### config.mk
export PLATFORM = sky130hd
export DESIGN_NAME = output_interface
export DESIGN_NICKNAME = d
export VERILOG_FILES = /design/src/rtl/output_interface.sv
export SDC_FILE = /design/constraint.sdc
export NUM_CORES = 1
export LEC_CHECK = 0
export BUFFER_PORTS_ARGS = -buffer_cell sky130_fd_sc_hd__buf_2
export CAP_MARGIN = 20
export CORE_ASPECT_RATIO = 0.8
export CORE_UTILIZATION = 52
export DETAILED_ROUTE_END_ITERATION = 8
export PLACE_DENSITY = 0.79
export SLEW_MARGIN = 10
export SYNTH_ARGS = -nofsm -noshare
export SYNTH_HDL_FRONTEND = slang
export SYNTH_SLANG_ARGS = --single-unit
### constraint.sdc
create_clock -name clk -period 2.9 [get_ports clk]
set_clock_uncertainty 0.15 [all_clocks]
set_input_delay 0.29 -clock clk [delete_from_list [all_inputs] [get_ports clk]]
set_output_delay 0.29 -clock clk [all_outputs]
set_load 0.02 [all_outputs]
### src/rtl/output_interface.sv
// Byte serializer feeding a UART transmitter. It sends either one scalar result
// (3 bytes) or an N_ELEM-element vector read from BRAM (2 bytes each), LSB first.
module output_interface #(
  parameter int N_ELEM = 1024,
  parameter int ADDR_W = 10,
  parameter int DATA_W = 10,
  parameter int RES_W  = 24
) (
  input  logic              clk,
  input  logic              reset,
  input  logic              start,
  input  logic              mode,
  input  logic [RES_W-1:0]  scalar_in,
  output logic [ADDR_W-1:0] bram_rd_addr,
  input  logic [DATA_W-1:0] bram_rd_dout,
  output logic [7:0]        tx_data,
  output logic              tx_start,
  input  logic              tx_busy,
  output logic              busy,
  output logic              done
);

  typedef enum logic [2:0] {
    IDLE    = 3'd0,
    FETCH   = 3'd1,
    LATCH   = 3'd2,
    SEND    = 3'd3,
    HOLD    = 3'd4,
    WAIT_TX = 3'd5,
    DONE    = 3'd6
  } state_t;

  localparam logic [ADDR_W-1:0] LAST_IDX = ADDR_W'(N_ELEM - 1);

  state_t            state_r, state_s;
  logic [23:0]       shift_r, shift_s;
  logic [1:0]        cnt_r, cnt_s;
  logic [ADDR_W-1:0] addr_r, addr_s;
  logic              scalar_mode_r, scalar_mode_s;
  logic [7:0]        tx_data_r, tx_data_s;
  logic              tx_start_r, busy_r, done_r;

  // Next-state, datapath and next-output decode; outputs are registered from these.
  always_comb begin
    state_s       = state_r;
    shift_s       = shift_r;
    cnt_s         = cnt_r;
    addr_s        = addr_r;
    scalar_mode_s = scalar_mode_r;
    tx_data_s     = tx_data_r;
    case (state_r)
      IDLE: begin
        if (start) begin
          scalar_mode_s = mode;
          if (mode) begin
            shift_s = 24'(scalar_in);
            cnt_s   = 2'd3;
            state_s = SEND;
          end else begin
            addr_s  = {ADDR_W{1'b0}};
            state_s = FETCH;
          end
        end else begin
          state_s = IDLE;
        end
      end
      FETCH: state_s = LATCH;
      LATCH: begin
        shift_s = 24'(bram_rd_dout);
        cnt_s   = 2'd2;
        state_s = SEND;
      end
      SEND: state_s = HOLD;
      // The UART may not have raised tx_busy yet, so this cycle never looks at it.
      HOLD: begin
        shift_s = {8'd0, shift_r[23:8]};
        cnt_s   = cnt_r - 2'd1;
        state_s = WAIT_TX;
      end
      WAIT_TX: begin
        if (tx_busy) begin
          state_s = WAIT_TX;
        end else if (cnt_r != 2'd0) begin
          state_s = SEND;
        end else if (!scalar_mode_r && (addr_r < LAST_IDX)) begin
          addr_s  = addr_r + {{(ADDR_W-1){1'b0}}, 1'b1};
          state_s = FETCH;
        end else begin
          state_s = DONE;
        end
      end
      DONE:    state_s = IDLE;
      default: state_s = IDLE;
    endcase
    // tx_data is loaded on entry to SEND so it lines up with the tx_start pulse.
    if (state_s == SEND) begin
      tx_data_s = shift_s[7:0];
    end else begin
      tx_data_s = tx_data_r;
    end
  end

  // State, datapath and output registers with synchronous active-low reset.
  always_ff @(posedge clk) begin
    if (!reset) begin
      state_r       <= IDLE;
      shift_r       <= 24'd0;
      cnt_r         <= 2'd0;
      addr_r        <= {ADDR_W{1'b0}};
      scalar_mode_r <= 1'b0;
      tx_data_r     <= 8'd0;
      tx_start_r    <= 1'b0;
      busy_r        <= 1'b0;
      done_r        <= 1'b0;
    end else begin
      state_r       <= state_s;
      shift_r       <= shift_s;
      cnt_r         <= cnt_s;
      addr_r        <= addr_s;
      scalar_mode_r <= scalar_mode_s;
      tx_data_r     <= tx_data_s;
      tx_start_r    <= (state_s == SEND);
      busy_r        <= (state_s != IDLE) && (state_s != DONE);
      done_r        <= (state_s == DONE);
    end
  end

  assign bram_rd_addr = addr_r;
  assign tx_data      = tx_data_r;
  assign tx_start     = tx_start_r;
  assign busy         = busy_r;
  assign done         = done_r;

endmodule

==> results.sh <==
export IMPL_area_growth_pct=18.2
export IMPL_hold_path_end="shift_r[10]"
export IMPL_critical_path_endpoint_type="flip-flop"
export IMPL_number_of_buffers_created_by_cts=5
export IMPL_holdBufCountCts=0
export IMPL_pin_count_of_the_biggest_net_entering_global_routing=23
export IMPL_first_global_vias=1862
export IMPL_hold_crit_path_type="input port to flip-flop"
export IMPL_clock_pin_slew_on_the_worst_setup_and_hold_paths_ps=100
export IMPL_power_net_switching_uw=493
export IMPL_vias_per_cell=5.75
export IMPL_intPower_uw=1180
export IMPL_power_share_switching_pct=29.5
export IMPL_clock_root_buffer="clkbuf_8"
export IMPL_share_of_final_layout_standard_cells_stronger_than_drive_strength_1_pct=30.5
export IMPL_syn_instance_count=246
export IMPL_fmax_ghz=0.429
export IMPL_synth_async_sr_flop_share_pct=0
export IMPL_comb_power_share_pct=21.6
export IMPL_fin_cells=359
export IMPL_mostFrequentLayoutCells="59 x buf_2, 51 x dfxtp_1, 38 x nor2_1, 18 x a22oi_1, 11 x inv_1"
export IMPL_total_half_perimeter_wirelength_after_legalization_and_detailed_placement_um=3800
export IMPL_totalNegativeSetupSlack_ps=0
export IMPL_grt_antenna_before_repair=0
export IMPL_rsz0062_at_grt="no"
export IMPL_dpl_instance_area_sq_mm=0.00265
export IMPL_drt_wirelength_per_cell_um=14.9
export IMPL_setup_violations_final=0
export IMPL_worst_endpoint_arrival_ps=2390
export IMPL_count_of_input_and_output_buffers=59
export IMPL_place_detailed_instances=351
export IMPL_regToRegStartpoint="state_r[0]"
export IMPL_routed_wl_um=5360
export IMPL_timing_final_crit_share_pct=80.4
export IMPL_overall_die_area_sq_mm=0.00477
export IMPL_slew_limit_headroom_pct=39.9
export IMPL_die_width_um=77.0
export IMPL_number_of_synthesized_register_bits=51
export IMPL_number_of_detailed_routing_iterations_run_before_antenna_repair=4
export IMPL_status="finished, final reports clean"
export IMPL_fin_nets=342
export IMPL_clk_insertion_delay_late_ps=320
export IMPL_finalMaxSlewViolations=0
export IMPL_track_usage_pct=23.9
export IMPL_placementRows=21
export IMPL_grt_pass1_wl_um=8650
export IMPL_commonest_non_fill_non_tap_cell_in_the_layout="buf_2"
export IMPL_drt_iter0_drc=222
export IMPL_pwr_share_seq_pct=47.9
export IMPL_whs_path_cells=3
export IMPL_worst_r2r_cell_count=4
export IMPL_synth_cell_area_sq_mm=0.00234
export IMPL_max_cap_violations=0
export IMPL_static_leakage_power_uw=0.00119
export IMPL_h_tree_depth=2
export IMPL_insertedDiodeCount=0
export IMPL_syn_mean_instance_area_sq_um=9.51
export IMPL_cts_tree="done"
export IMPL_syn_num_nets=287
export IMPL_via_count=2065
export IMPL_synth_seq_area_share_pct=43.7
export IMPL_gr_total_overflow=0
export IMPL_post_cts_resize_count=0
export IMPL_design_area_sq_mm=0.00276
export IMPL_ys_types=48
export IMPL_number_of_enable_flip_flop_cells_after_synthesis=0
export IMPL_vdd_ir_drop_worst_mv=0.354
export IMPL_final_critical_period_ps=2330
export IMPL_floorplan_core_area_sq_mm=0.00426
export IMPL_clock_power_share_pct=30.5
export IMPL_initial_core_util_pct=54.9
export IMPL_path_max_fanout=20
export IMPL_chipHeight_um=62.0
export IMPL_worstSetupStartpointType="flip-flop"
export IMPL_ios=60
export IMPL_report_final_hold_viol_count=0
export IMPL_drt_drc_violations_left=0
export IMPL_criticalPathCategory="flip-flop to flip-flop"
export IMPL_worst_slew_pin_slew_ps=895
export IMPL_synth_flop_cell="dfxtp_1"
export IMPL_cts_setup_buffers=0
export IMPL_critPathRequiredTime_ps=2960
export IMPL_antenna_left=0
export IMPL_ys_warn_count=0
export IMPL_cts_root_to_sink_buffers=2
export IMPL_hold_start="scalar_in[10]"
export IMPL_power_per_cell_area_mw_per_mm2=604
export IMPL_finalWeightedCongestion=0.841
export IMPL_count_of_clock_tree_sinks=51
export IMPL_regToRegSetupSlack_ps=570
export IMPL_reg2reg_to="tx_data[1]"
critical path: stages (launching register included):
cell,delay [ps]
dfxtp_1,760
nor2b_1,340
a31oi_1,260
a21oi_4,330
mux2_2,380
cell families (layout without fill, tap and decap cells):
kind of cell	after synthesis	count (layout)	share of synthesized area, %
AND/OR/NAND/NOR	84	84	18.7
AO/OA/AOI/OAI	68	68	24.6
flip-flops	51	51	43.7
buffers and inverters	27	83	5.62
multiplexers	10	10	4.92
XOR/XNOR	4	4	1.50
adder cells (fa/ha/maj)	2	2	1.07
power by group through the flow:
| stage | clock (uW) | sequential [uW] | combinational, uW |
|---|---|---|---|
| floorplan | 0 | 814 | 272 |
| global placement | 0 | 813 | 353 |
| detailed placement | 0 | 816 | 359 |
| CTS | 511 | 800 | 362 |
| global route | 544 | 808 | 399 |
| finish | 509 | 801 | 361 |
metrics by stage:
step / utilization [%] / hold WS [ps] / worst slack [ps] / power [uW]
after floorplan: - / 286 / 642 / 1090
after global placement: 62.3 / 315 / 654 / 1170
after detailed placement: 62.3 / 323 / 592 / 1180
after CTS: 64.9 / 64.8 / 560 / 1670
after global routing: 64.9 / 64.1 / 434 / 1750
final: 64.9 / 62.9 / 569 / 1670
final cells by class:
cell class / count / area [sq um]
Tap cell: 57 / 71.3
Timing Repair Buffer: 64 / 333
Fill cell: 387 / 1490
Clock inverter: 2 / 38.8
Inverter: 11 / 41.3
Sequential cell: 51 / 1020
Clock buffer: 6 / 72.6
Multi-Input combinational cell: 168 / 1190
per-layer routing:
metal,share of wire (%),vias up,global-route usage [%]
met5,0,-,0
met3,6.6,10,5.69
li1,-,1013,-
met1,45,970,30.4
met2,46,72,39.7
met4,1.8,0,11.1
synthesized netlist by cell type (all sizes together) (2+ instances only):
cell    count  area (sq um)
and2       11          71.3
a31oi       2          12.5
a31o        2          17.5
nand3       4          20.0
nor2       39           154
o21a        9          67.6
a221oi      3          26.3
a22o        8          70.1
xnor2       4          35.0
nor2b       5          31.3
a21oi       7          46.3
mux2        9           105
nor3        5          25.0
clkbuf      9          33.8
a211oi      4          30.0
dfxtp      51          1020
and3        3          18.8
a22oi      18           135
a222oi      6          60.1
nand2       5          18.8
ha          2          25.0
nor4        3          18.8
inv        11          41.3
nand4       3          25.0
buf         7          56.3
registers in the layout, summed over array words and instances, names as in the netlist:
signal / count
cnt_r: 2
done: 1
tx_data: 8
tx_start: 1
shift_r: 24
busy: 1
bram_rd_addr: 10
state_r: 3
scalar_mode_r: 1
how the worst max path moves through the flow:
stage | from | endpoint | slack, ps | depth (start not counted)
global placement | bram_rd_addr[0] | tx_data[6] | 650 | 6
detailed placement | bram_rd_addr[0] | tx_data[1] | 590 | 6
floorplan | bram_rd_addr[0] | tx_data[0] | 640 | 6
finish | state_r[0] | tx_data[1] | 570 | 4
CTS | bram_rd_addr[0] | tx_data[1] | 560 | 6
global route | bram_rd_addr[0] | bram_rd_addr[8] | 430 | 6
No activity file was read; power rests on OpenSTA's default activity.
